<file path="config.mk">
export PLATFORM = sky130hd
export DESIGN_NAME = vsmac
export DESIGN_NICKNAME = d
export VERILOG_FILES = /design/src/rtl/vsmac_pkg.sv /design/src/rtl/vsmac_lane.sv /design/src/rtl/vsmac.sv
export SDC_FILE = /design/constraint.sdc
export NUM_CORES = 1
export LEC_CHECK = 0
export ABC_AREA = 1
export BUFFER_PORTS_ARGS = -buffer_cell sky130_fd_sc_hd__buf_2
export CAP_MARGIN = 20
export CORE_ASPECT_RATIO = 1.5
export CORE_MARGIN = 5
export CORE_UTILIZATION = 56
export DETAILED_ROUTE_END_ITERATION = 8
export GPL_ROUTABILITY_DRIVEN = 0
export MAX_ROUTING_LAYER = met4
export PLACE_DENSITY = 0.78
export SLEW_MARGIN = 5
export SYNTH_ARGS = -nofsm -noshare
export SYNTH_HDL_FRONTEND = slang
export SYNTH_HIERARCHICAL = 1
export SYNTH_SLANG_ARGS = --single-unit
</file>
<file path="constraint.sdc">
create_clock -name clk -period 3.62 [get_ports clk]
set_clock_uncertainty 0.15 [all_clocks]
set_input_delay 0.362 -clock clk [delete_from_list [all_inputs] [get_ports clk]]
set_output_delay 0.362 -clock clk [all_outputs]
set_load 0.02 [all_outputs]
</file>
<file path="src/rtl/vsmac_pkg.sv">
// rtl/vsmac_pkg.sv - shared widths, saturation limits and the 8-bit reduction helper for vsmac.
// Define VSMAC_SATURATE_EN to clamp products and sums instead of wrapping them.
package vsmac_pkg;

    localparam int DATA_W = 8;
    localparam int PROD_W = 16;

    typedef logic signed [DATA_W-1:0] data_t;
    typedef logic signed [PROD_W-1:0] prod_t;

    localparam data_t SAT_MAX = 8'sh7F;
    localparam data_t SAT_MIN = 8'sh80;

    function automatic data_t sat8(input prod_t v);
`ifdef VSMAC_SATURATE_EN
        if (v > 16'sd127) begin
            return SAT_MAX;
        end else if (v < -16'sd128) begin
            return SAT_MIN;
        end else begin
            return v[DATA_W-1:0];
        end
`else
        return v[DATA_W-1:0];
`endif
    endfunction

endpackage

</file>
<file path="src/rtl/vsmac_lane.sv">
// rtl/vsmac_lane.sv - one lane: S1 operand capture, S2 signed product, S3 accumulator.
module vsmac_lane
    import vsmac_pkg::*;
(
    input  logic              clk,
    input  logic              reset,
    input  logic              enable,
    input  logic [DATA_W-1:0] a_i,
    input  logic [DATA_W-1:0] b,
    output logic [DATA_W-1:0] out_i
);

    data_t s1_a;
    data_t s1_b;
    prod_t s2_prod;
    data_t acc;
    data_t prod_8;
    prod_t sum_w;

    // Sum is formed wide so sat8 sees the true result before reduction.
    always_comb begin
        prod_8 = sat8(s2_prod);
        sum_w  = $signed({{(PROD_W-DATA_W){acc[DATA_W-1]}}, acc})
               + $signed({{(PROD_W-DATA_W){prod_8[DATA_W-1]}}, prod_8});
    end

    always_ff @(posedge clk or negedge reset) begin
        if (!reset) begin
            s1_a    <= '0;
            s1_b    <= '0;
            s2_prod <= '0;
            acc     <= '0;
        end else if (enable) begin
            s1_a    <= a_i;
            s1_b    <= b;
            s2_prod <= PROD_W'(s1_a) * PROD_W'(s1_b);
            acc     <= sat8(sum_w);
        end
    end

    assign out_i = acc;

endmodule

</file>
<file path="src/rtl/vsmac.sv">
// rtl/vsmac.sv - vector-scalar MAC top: SIZE independent lanes sharing scalar b.
// Saturating arithmetic is selected with VSMAC_SATURATE_EN.
module vsmac
    import vsmac_pkg::*;
#(
    parameter int SIZE = 3
) (
    input  logic                     clk,
    input  logic                     reset,
    input  logic                     enable,
    input  logic [DATA_W*SIZE-1:0]   a,
    input  logic [DATA_W-1:0]        b,
    output logic [DATA_W*SIZE-1:0]   out
);

    for (genvar i = 0; i < SIZE; i++) begin : g_lane
        vsmac_lane u_lane (
            .clk    (clk),
            .reset  (reset),
            .enable (enable),
            .a_i    (a[DATA_W*i +: DATA_W]),
            .b      (b),
            .out_i  (out[DATA_W*i +: DATA_W])
        );
    end

endmodule

</file>
Yosys cells after proc, flatten, opt, wreduce, memory -nomap -nowiden
Index checks and enable logic that the tools add are counted.
{"block": "op_classes", "n_reduce_logical": 0, "multipliers": 3, "addsub": 3, "order_cmp": 0, "div_mod_pow": 0, "bitwise": 0, "shifts": 0, "eq_ne": 0, "muxes": 0}
{"op": "8-bit adder", "count": 3}
{"op": "8-bit by 8-bit multiplier with 8-bit output", "count": 3}
{"block": "word_totals", "mem_bits_rw": 0, "mem_bits_ro": 0, "regBits": 80, "memories": 0, "in_bits": 35, "latch_bits": 0, "elab_cells": 16}

Longest topological paths before layout
Gate-level depths: netlist of the first run.
{"block": "depth", "ltp_word": 1, "depth_mapped": 24, "ltp_nobuf": 23}

Cells and area by module
Netlist of the first run, hierarchy kept.
{"mod": "vsmac_lane (g_lane[2].u_lane)", "seq_area_each_um2": 800.8, "instances": 1, "cells_per_inst": 361, "area_each_um2": 2633.8}
{"mod": "vsmac_lane (g_lane[1].u_lane)", "seq_area_each_um2": 800.8, "instances": 1, "cells_per_inst": 348, "area_each_um2": 2610.0}
{"mod": "vsmac_lane (g_lane[0].u_lane)", "seq_area_each_um2": 800.8, "instances": 1, "cells_per_inst": 349, "area_each_um2": 2583.7}

Worst setup path after synthesis of the first run
OpenSTA, ideal clock, no wires.
{"block": "synth_path", "path_kind": "flip-flop to flip-flop", "from": "register g_lane[1].u_lane.s1_a[2]", "to": "register g_lane[1].u_lane.s2_prod[7]", "t_arrival_ns": 3.526, "stages_incl_launch_ff": 23, "path_buffers": 1, "path_slack_ns": -0.172, "setup_time_ns": 0.116, "period_less_slack_ns": 3.792, "cell_sequence": "dfrtp_1 > buf_2 > nand2_1 > fa_1 > inv_1 > ha_1 > fa_1 > inv_1 > fa_1 > inv_1 > ha_1 > a21oi_1 > nand2_1 > nand2_1 > nand2_1 > inv_1 > nand2_1 > nand2_2 > inv_2 > nand2_1 > nand2_1 > nand2_1 > nand2_1"}
{"block": "synth_via", "elab_chain_cells": 1}
{"element": "from (decl)", "line_no": "vsmac_lane.sv:13", "rtl": "data_t s1_a;"}
{"element": "from (signal assigned)", "line_no": "vsmac_lane.sv:34", "rtl": "s1_a <= a_i;"}
{"element": "8-bit by 8-bit multiplier with 8-bit output", "line_no": "vsmac_lane.sv:36", "rtl": "s2_prod <= PROD_W'(s1_a) * PROD_W'(s1_b);"}
{"element": "to (signal assigned)", "line_no": "vsmac_lane.sv:36"}
{"element": "to (decl)", "line_no": "vsmac_lane.sv:15", "rtl": "prod_t s2_prod;"}
Every way passes these cells.
A chain may end at the register's enable or synchronous reset.

Worst setup path after layout of the first run
{"block": "layout_path", "from": "register g_lane[2].u_lane.s1_b[3]", "to": "register g_lane[2].u_lane.s2_prod[7]"}
{"block": "layout_via", "elab_chain_cells": 1}
{"element": "from (decl)", "line_no": "vsmac_lane.sv:14", "rtl": "data_t s1_b;"}
{"element": "from (signal assigned)", "line_no": "vsmac_lane.sv:30", "rtl": "s1_b <= '0;"}
{"element": "from (signal assigned)", "line_no": "vsmac_lane.sv:35", "rtl": "s1_b <= b;"}
{"element": "8-bit by 8-bit multiplier with 8-bit output", "line_no": "vsmac_lane.sv:36"}
{"element": "to (signal assigned)", "line_no": "vsmac_lane.sv:36"}
{"element": "to (decl)", "line_no": "vsmac_lane.sv:15"}
Every way passes these cells.

==> run summary, run 1 <==
H-tree Lvls -> 3
crit-path cells -> nand2_1 > fa_1 > inv_1 > fa_1 > fa_1 > inv_1 > fa_1 > inv_2 > ha_4 > a21oi_4 > nand2_2 > nand2_1 > nand2_2 > inv_2 > nand3_1 > nand2_1 > nand2_1 > nand3_1 > nand2_1
CP max stage delay -> 0.49 ns
endpoints failing hold -> 0
Reg-to-Reg Start -> g_lane[2].u_lane/s1_b[3]
Core Area -> 13900 µm²
FMAX -> 266 MHz
largest net degree at the start of global routing -> 72
first drt pass iteration count -> 4
post-synthesis sequential area ratio -> 0.307
Leakage -> 0.00550 µW
routed via count -> 6717
DRT iter0 DRCs -> 286
nets@finish -> 1326
Post-Syn Instances -> 1058
latest clock arrival within the worst-skew pair -> 0.35 ns
Num CTS Buffers -> 9
max_slew headroom -> 0.345
DRC Markers -> 0
vias in the first global route -> 6737
Buffers on Ports -> 58
Crit Path Category -> reg2reg
CP Capture Type -> flip-flop
clk sinks -> 96
Startpoint Class -> flip-flop
critical path data arrival time -> 3.85 ns
average cell area after synthesis -> 7.40 µm²
failing checks -> negative setup slack
Tmin final -> 3.76 ns
share of cells above drive strength 1 -> 0.206
Die Wd -> 107 µm
first-pass GRT wire length -> 29.5 mm
clk buf depth -> 2
Filler Cell Count -> 1158
chip height -> 155 µm
worst path required time -> 3.71 ns
measured slew at the worst slew-check pin -> 0.981 ns
WL per Instance -> 12.9 µm
total global-route track usage -> 0.229
Crit path buffers/inverters -> 4
RSZ-0062 raised after global routing -> true
FF+latch count, synth -> 96
R2R Path End -> g_lane[2].u_lane/s2_prod[7]
power per cell area -> 552 nW/µm²
Final ANT Viol Nets -> 0
Clock Tree Root -> clkbuf_16
status -> finished with violations
most used cell, CP -> nand2_1
WHS Endpoint -> g_lane[2].u_lane/s1_a[6]
Area Overhead vs Synth -> 17.7%
Critical Path Slowest Stage Cell -> fa_1
Netlist Area Pre-Place -> 7830 µm²
Worst Setup Slack, final -> -0.139 ns
initial antenna violation count -> 0
Worst Setup SP -> g_lane[2].u_lane/s1_b[3]
worst vdd ir -> 357 µV
Top delay family on crit path -> adder cells
DP HPWL -> 13.5 mm
hold_sp -> a[22]
cell row count -> 53
antenna diode count -> 0
Via density -> 5.00
Synth Net Count -> 1210
cell count of the worst reg-to-reg path -> 19
Post-Layout Cell Count -> 1343
period utilization -> 1.04
Max Cap Viol -> 0
CTS tree -> done
final setup violation count -> 3
Total Power -> 5090 µW
grt total ovfl -> 0
dpl cells -> 1311
Initial Util -> 0.565
worst reg-to-reg setup slack -> -0.14 ns
synth unique cells -> 27
Yosys warnings -> 6
Reg clk slew, reported paths -> 0.07 ns
worst hold path type -> in2reg
full die area -> 16500 µm²
Slew Viols, Final -> 0
crit path max fanout -> 5
# IOs -> 59
DRT Wirelength -> 17.4 mm
hold depth -> 3
flip-flops by register name, indices dropped and copies added, names as in the netlist:
register	cells
g_lane.u_lane/s2_prod	24
g_lane.u_lane/s1_b	24
g_lane.u_lane/out_i	24
g_lane.u_lane/s1_a	24
cells in the final DEF, fill, tap and decap left out, drive strengths merged:
cell / count
xor2: 13
o211ai: 3
fa: 39
nand4: 5
bufinv: 1
ha: 78
nand3b: 3
xnor2: 4
dfrtp: 96
inv: 193
nor2: 8
clkbuf: 9
nand3: 62
or2: 2
a21oi: 22
clkinv: 4
nand2: 461
a21o: 1
dlygate4sd3: 1
buf: 140
o21ai: 33
worst register-to-register path: stages (launching register included):
cell and delay (ns):
dfrtp_1 0.43, nand2_1 0.10, fa_1 0.38, inv_1 0.08, fa_1 0.43, fa_1 0.49, inv_1 0.05, fa_1 0.49
inv_2 0.05, ha_4 0.24, a21oi_4 0.15, nand2_2 0.05, nand2_1 0.08, nand2_2 0.08, inv_2 0.07, nand3_1 0.07
nand2_1 0.08, nand2_1 0.05, nand3_1 0.07, nand2_1 0.06
layer usage:
metal  part of all wire  track usage
met5                  0            -
met4              0.040        0.117
met3              0.027       0.0242
met2               0.55        0.426
met1               0.38        0.234
kinds of logic after synthesis:
family | share of synthesized area
buffers and inverters | 0.131
xor gates and xnor gates | 0.0190
adders and majority gates | 0.224
and+or+nand+nor | 0.280
AOI/OAI and AO/OA | 0.0390
DFF | 0.307
cells in the mapped netlist, drive strengths merged:
cell type,number,share of area
a21o,1,0.00096
a21oi,22,0.014
buf,22,0.026
clkbuf,14,0.011
clkinv,2,0.00096
dfrtp,96,0.31
fa,39,0.10
ha,78,0.12
inv,190,0.093
nand2,461,0.23
nand3,62,0.040
nand3b,3,0.0029
nand4,5,0.0040
nor2,8,0.0038
o211ai,3,0.0029
o21ai,33,0.021
or2,2,0.0016
xnor2,4,0.0045
xor2,13,0.015
stage by stage:
stage	hold WS (ns)	utilization	setup slack, ns	area (µm²)	TNS, ns
floorplan	-0.0836	-	-0.0163	7950	-0.0163
global placement	0.210	0.623	-0.109	8630	-0.201
detailed placement	0.209	0.623	-0.196	8630	-0.465
CTS	0.0539	0.651	-0.121	9030	-0.246
global route	0.0567	0.665	-0.306	9210	-1.15
finish	0.0651	0.665	-0.139	9210	-0.271
worst max-delay path by stage:
stage	endpoint	slack, ns	cells past startpoint
2_1_floorplan	g_lane[1].u_lane/s2_prod[7]	-0.02	22
3_3_place_gp	g_lane[2].u_lane/s2_prod[7]	-0.11	19
3_5_place_dp	g_lane[2].u_lane/s2_prod[7]	-0.20	19
4_1_cts	g_lane[1].u_lane/s2_prod[7]	-0.12	21
5_1_grt	g_lane[1].u_lane/s2_prod[7]	-0.31	21
6_report	g_lane[2].u_lane/s2_prod[7]	-0.14	19
power by group:
part,switching [µW],internal (µW),total [µW]
clock network,431,537,969
logic,1460,1080,2540
registers,234,1340,1580
final cells by class:
cell class	count	area [µm²]	area share
tap	165	206	0.0224
clock inverter	6	66.3	0.00720
multi-input combinational	734	4640	0.504
sequential	96	2410	0.262
timing repair buffer	141	933	0.101
inverter	192	733	0.0796
clock buffer	9	225	0.0244
what timing repair did:
item	4_1_cts	5_1_grt
resized for setup	11	43
buffers inserted	9	7
endpoints found under the setup margin	3	9
hold endpoints to repair	33	0
hold buffers	1	0
pin swaps	21	24
Power figures use the tool's default switching activity.
==> run 2: changes to the inputs <==
- CELL_PAD_IN_SITES_DETAIL_PLACEMENT: default -> 0
- CELL_PAD_IN_SITES_GLOBAL_PLACEMENT: default -> 1
- CORE_UTILIZATION: 56 -> 42
- CTS_BUF_LIST: default -> sky130_fd_sc_hd__clkbuf_4
- PLACE_DENSITY: 0.78 -> default
- PLACE_DENSITY_LB_ADDON: default -> 0.1
==> run 2 against run 1 <==
The flow still finishes with violations (negative setup slack). Sequential power is essentially flat. Combinational power is essentially flat. Clock power is 33% lower. Register-to-register slack better by 0.098 ns. Wire length increased by 8.7%. Global-route usage decreased by 4.0 points. Count of clock-buffer cells in the layout stayed put. Power fell by 5.7%. Sequential share of layout area down 0.81 points. Cell count rose by 9.1%. Critical path type unchanged. Largest cell class unchanged.
==> run summary, run 2 (synthesis gave the netlist of run 1 again) <==
worst path required time -> 3.90 ns
Max Cap Viol -> 0
Tmin final -> 3.66 ns
Crit path buffers/inverters -> 4
DRC Markers -> 0
commonest cells after routing, fill and taps aside -> nand2_1 (428), inv_1 (169), dfrtp_1 (88)
final setup violation count -> 3
full die area -> 21500 µm²
CP Capture Type -> flip-flop
grt peak-use layer -> met2
Clock Tree Root -> clkbuf_4
Via density -> 4.52
total global-route track usage -> 0.189
grt met1 use -> 0.191
critical path data arrival time -> 3.95 ns
Top delay family on crit path -> adder cells
most used cell, CP -> nand2_1
Reg clk slew, reported paths -> 0.18 ns
clk buf depth -> 2
Startpoint Class -> flip-flop
Area Overhead vs Synth -> 21.6%
Buffers on Ports -> 58
Crit Path Category -> reg2reg
crit-path cells -> nand2_2 > fa_2 > inv_2 > fa_1 > fa_1 > inv_1 > fa_1 > inv_2 > ha_4 > nand3_2 > a21o_1 > nand2_2 > inv_1 > nand2_1 > nand2_1 > nand2_1 > nand3_1 > nand2_1
crit path max fanout -> 4
measured slew at the worst slew-check pin -> 0.811 ns
largest net degree at the start of global routing -> 61
cell row count -> 61
DRT Wirelength -> 18.9 mm
DRT iter0 DRCs -> 213
met3 Usage GRT -> 0.0198
nets@finish -> 1358
worst hold path type -> in2reg
Leakage -> 0.00558 µW
CP max stage delay -> 0.49 ns
Core Area -> 18500 µm²
CTS tree -> done
worst reg-to-reg setup slack -> -0.04 ns
power per cell area -> 504 nW/µm²
WL per Instance -> 12.9 µm
initial antenna violation count -> 1
status -> finished with violations
Num CTS Buffers -> 9
worst hold slack -> 0.105 ns
max_slew headroom -> 0.460
DP HPWL -> 14.9 mm
Worst Setup Slack, final -> -0.0410 ns
routed via count -> 6621
Slew Viols, Final -> 0
first-pass GRT wire length -> 31.2 mm
vias in the first global route -> 6573
chip height -> 177 µm
failing checks -> negative setup slack
latest clock arrival within the worst-skew pair -> 0.49 ns
first drt pass iteration count -> 4
FMAX -> 273 MHz
H-tree Lvls -> 3
Critical Path Slowest Stage Cell -> fa_1
Finished Core Util -> 0.515
grt total ovfl -> 0
Die Wd -> 121 µm
Final ANT Viol Nets -> 0
share of cells above drive strength 1 -> 0.203
RSZ-0062 raised after global routing -> true
endpoints failing hold -> 0
GR Layer Usage met2 -> 0.375
most common cell after layout, fill and taps aside -> nand2_1
# IOs -> 59
Initial Util -> 0.424
period utilization -> 1.01
worst vdd ir -> 382 µV
clk sinks -> 96
[run 2: path summary, 6_finish.rpt]
kind                                              from                          end  cells past startpoint
min in group asynchronous                        reset    g_lane[1].u_lane/out_i[5]                      2
hold / removal                                  enable  g_lane[0].u_lane/s2_prod[2]                      3
setup reg to reg              g_lane[0].u_lane/s1_a[1]  g_lane[0].u_lane/s2_prod[7]                     18
max in group asynchronous                        reset     g_lane[2].u_lane/s1_b[2]                      3
setup / recovery              g_lane[0].u_lane/s1_a[1]  g_lane[0].u_lane/s2_prod[7]                     18
hold reg to reg            g_lane[1].u_lane/s2_prod[0]  g_lane[1].u_lane/s2_prod[0]                      2
[run 2: worst register-to-register path, delay by kind of cell (launching register included)]
| family | cells | cell delay (ns) |
|---|---|---|
| fa+ha+maj | 5 | 2.06 |
| compound gates | 1 | 0.19 |
| simple gates | 8 | 0.53 |
| buf+inv | 4 | 0.20 |
| flops | 1 | 0.46 |
[run 2: area by class of cell]
class	instances	area (µm²)
clock inverter	7	86.3
inverter	192	733
sequential	96	2410
tap	252	315
fill	1939	8950
clock buffer	9	67.6
antenna	2	5.00
timing repair buffer	173	1280
multi-input combinational	734	4620
[run 2: timing repair]
item                                    4_1_cts  5_1_grt
endpoints found under the setup margin        4        9
endpoints found under the hold margin       105        0
resized for setup                            23       38
cloned                                        0        0
hold buffers                                 33        0
pin swaps                                    31       16
setup buffers                                13        2
[run 2: report_power, final]
part | internal, µW | leakage, µW | switching (µW) | total [µW]
clock network | 225 | 0.0000806 | 427 | 652
logic | 1100 | 0.00433 | 1450 | 2550
registers | 1340 | 0.00117 | 253 | 1590
[run 2: routing by layer]
metal / vias to the layer above / part of all wire
met5: - / 0
li1: 3482 / -
met4: 0 / 0.020
met1: 3066 / 0.38
met2: 50 / 0.59
met3: 23 / 0.014
[run 2: metrics by stage]
stage	worst slack (ns)	std cells	setup TNS [ns]	area [µm²]	power, µW
floorplan	-0.0163	1058	-0.0163	7950	3340
global placement	-0.181	1399	-0.413	8770	4070
detailed placement	-0.168	1399	-0.465	8770	4110
CTS	-0.103	1461	-0.254	9400	4850
global route	-0.265	1465	-0.711	9520	5310
finish	-0.0410	1465	-0.0746	9520	4790
==> run 3: changes to the inputs <==
- GPL_TIMING_DRIVEN: default -> 0
- REMOVE_ABC_BUFFERS: default -> 1
==> run 3 against run 2 <==
The run still ends with negative setup slack left. Combinational power up 3%. Power up 0.94%. Count of clock-buffer cells in the layout unchanged. Core utilization up 1.2 points. Cell count down 0.14%. Non-clock buffer count down 1.
==> run summary, run 3 (synthesis gave the netlist of run 1 again) <==
status -> finished with violations
failing checks -> negative setup slack
Reg clk slew, reported paths -> 0.17 ns
Initial Util -> 0.424
most common cell after layout, fill and taps aside -> nand2_1
dpl cells -> 1334
initial antenna violation count -> 1
Num CTS Buffers -> 9
worst path required time -> 3.85 ns
share of cells above drive strength 1 -> 0.245
full die area -> 21500 µm²
Filler Cell Count -> 1895
routed via count -> 6679
largest net degree at the start of global routing -> 53
H-tree Lvls -> 3
chip height -> 177 µm
CP max stage delay -> 0.51 ns
Critical Path Slowest Stage Cell -> fa_1
grt peak-use layer -> met2
first-pass GRT wire length -> 31.5 mm
Startpoint Class -> flip-flop
CTS tree -> done
worst hold path type -> in2reg
Top delay family on crit path -> adder cells
Area Overhead vs Synth -> 24.5%
final setup violation count -> 3
total global-route track usage -> 0.188
clk buf depth -> 2
commonest cells after routing, fill and taps aside -> nand2_1 (420), inv_1 (154), dfrtp_1 (69)
Crit Path Category -> reg2reg
grt met1 use -> 0.200
# IOs -> 59
first drt pass iteration count -> 6
critical path data arrival time -> 3.96 ns
Crit path buffers/inverters -> 5
measured slew at the worst slew-check pin -> 0.981 ns
vias in the first global route -> 6777
DP HPWL -> 12.7 mm
power per cell area -> 497 nW/µm²
latest clock arrival within the worst-skew pair -> 0.49 ns
CP Capture Type -> flip-flop
endpoints failing hold -> 0
clk sinks -> 96
cell row count -> 61
RSZ-0062 raised after global routing -> true
Tmin final -> 3.73 ns
Die Wd -> 121 µm
Buffers on Ports -> 58
FMAX -> 268 MHz
GR Layer Usage met2 -> 0.354
crit path max fanout -> 3
Max Cap Viol -> 0
DRT iter0 DRCs -> 240
WL per Instance -> 12.5 µm
Finished Core Util -> 0.527
Core Area -> 18500 µm²
Slew Viols, Final -> 0
worst vdd ir -> 314 µV
Via density -> 4.57
crit-path cells -> buf_6 > buf_4 > nand2_2 > fa_1 > inv_2 > ha_4 > fa_1 > inv_2 > fa_1 > inv_2 > ha_4 > nand3_2 > a21o_1 > nand2_2 > nand3_2 > nand2_1 > nand2_1 > nand3_1 > nand2_1
Post-Layout Cell Count -> 1463
grt total ovfl -> 0
period utilization -> 1.03
Leakage -> 0.00556 µW
DRC Markers -> 0
nets@finish -> 1357
met3 Usage GRT -> 0.0246
Final ANT Viol Nets -> 0
Clock Tree Root -> clkbuf_4
Worst Setup Slack, final -> -0.114 ns
max_slew headroom -> 0.342
DRT Wirelength -> 18.3 mm
[run 3: what timing repair did]
item	in CTS	in global routing
endpoints found under the setup margin	7	9
endpoints found under the hold margin	90	0
pin swaps	41	39
resized for setup	77	67
buffers inserted	64	13
hold buffers	33	0
[run 3: tightest hold or removal path, cell delays in order]
cell and delay (ns):
buf_4 0.26, nand2_1 0.11, nand2_1 0.04
[run 3: power breakdown]
group          switching (µW)  internal [µW]
logic                    1480           1150
clock network             421            218
registers                 233           1340
total                    2130           2710
[run 3: cell type report]
type                       count  area [µm²]  share of cell area
clock inverter                 7        77.6             0.00796
antenna                        1        2.50            0.000257
timing repair buffer         172        1370               0.141
inverter                     192         733              0.0753
clock buffer                   9        67.6             0.00694
tap                          252         315              0.0324
sequential                    96        2440               0.250
multi-input combinational    734        4740               0.487
[run 3: metrics by stage]
stage	total power, µW	worst slack, ns	hold WS, ns	area [µm²]	setup TNS, ns
after floorplan	3200	-0.165	-0.0836	7540	-0.434
after global routing	5370	-0.265	0.124	9740	-0.761
final	4840	-0.114	0.151	9740	-0.243
after global placement	3750	-0.636	0.309	8140	-9.16
after detailed placement	3790	-0.641	0.272	8200	-1.60
after CTS	4770	-0.206	0.134	9390	-0.312
[run 3: final timing paths]
path                                              from                          end  slack (ns)  depth (start not counted)
max                           g_lane[0].u_lane/s1_b[4]  g_lane[0].u_lane/s2_prod[7]       -0.11                         19
min in group asynchronous                        reset    g_lane[0].u_lane/out_i[1]        0.26                          2
max in group asynchronous                        reset     g_lane[1].u_lane/s1_a[2]        2.35                          3
min reg2reg                g_lane[0].u_lane/s2_prod[3]  g_lane[0].u_lane/s2_prod[3]        0.34                          2
min                                             enable     g_lane[2].u_lane/s1_a[7]        0.15                          3
max reg2reg                   g_lane[0].u_lane/s1_b[4]  g_lane[0].u_lane/s2_prod[7]       -0.11                         19
[run 3: layer usage]
layer / share of wire / up-vias
li1: - / 3478
met1: 0.41 / 3124
met2: 0.55 / 62
met3: 0.021 / 15
met4: 0.017 / 0
met5: 0 / -
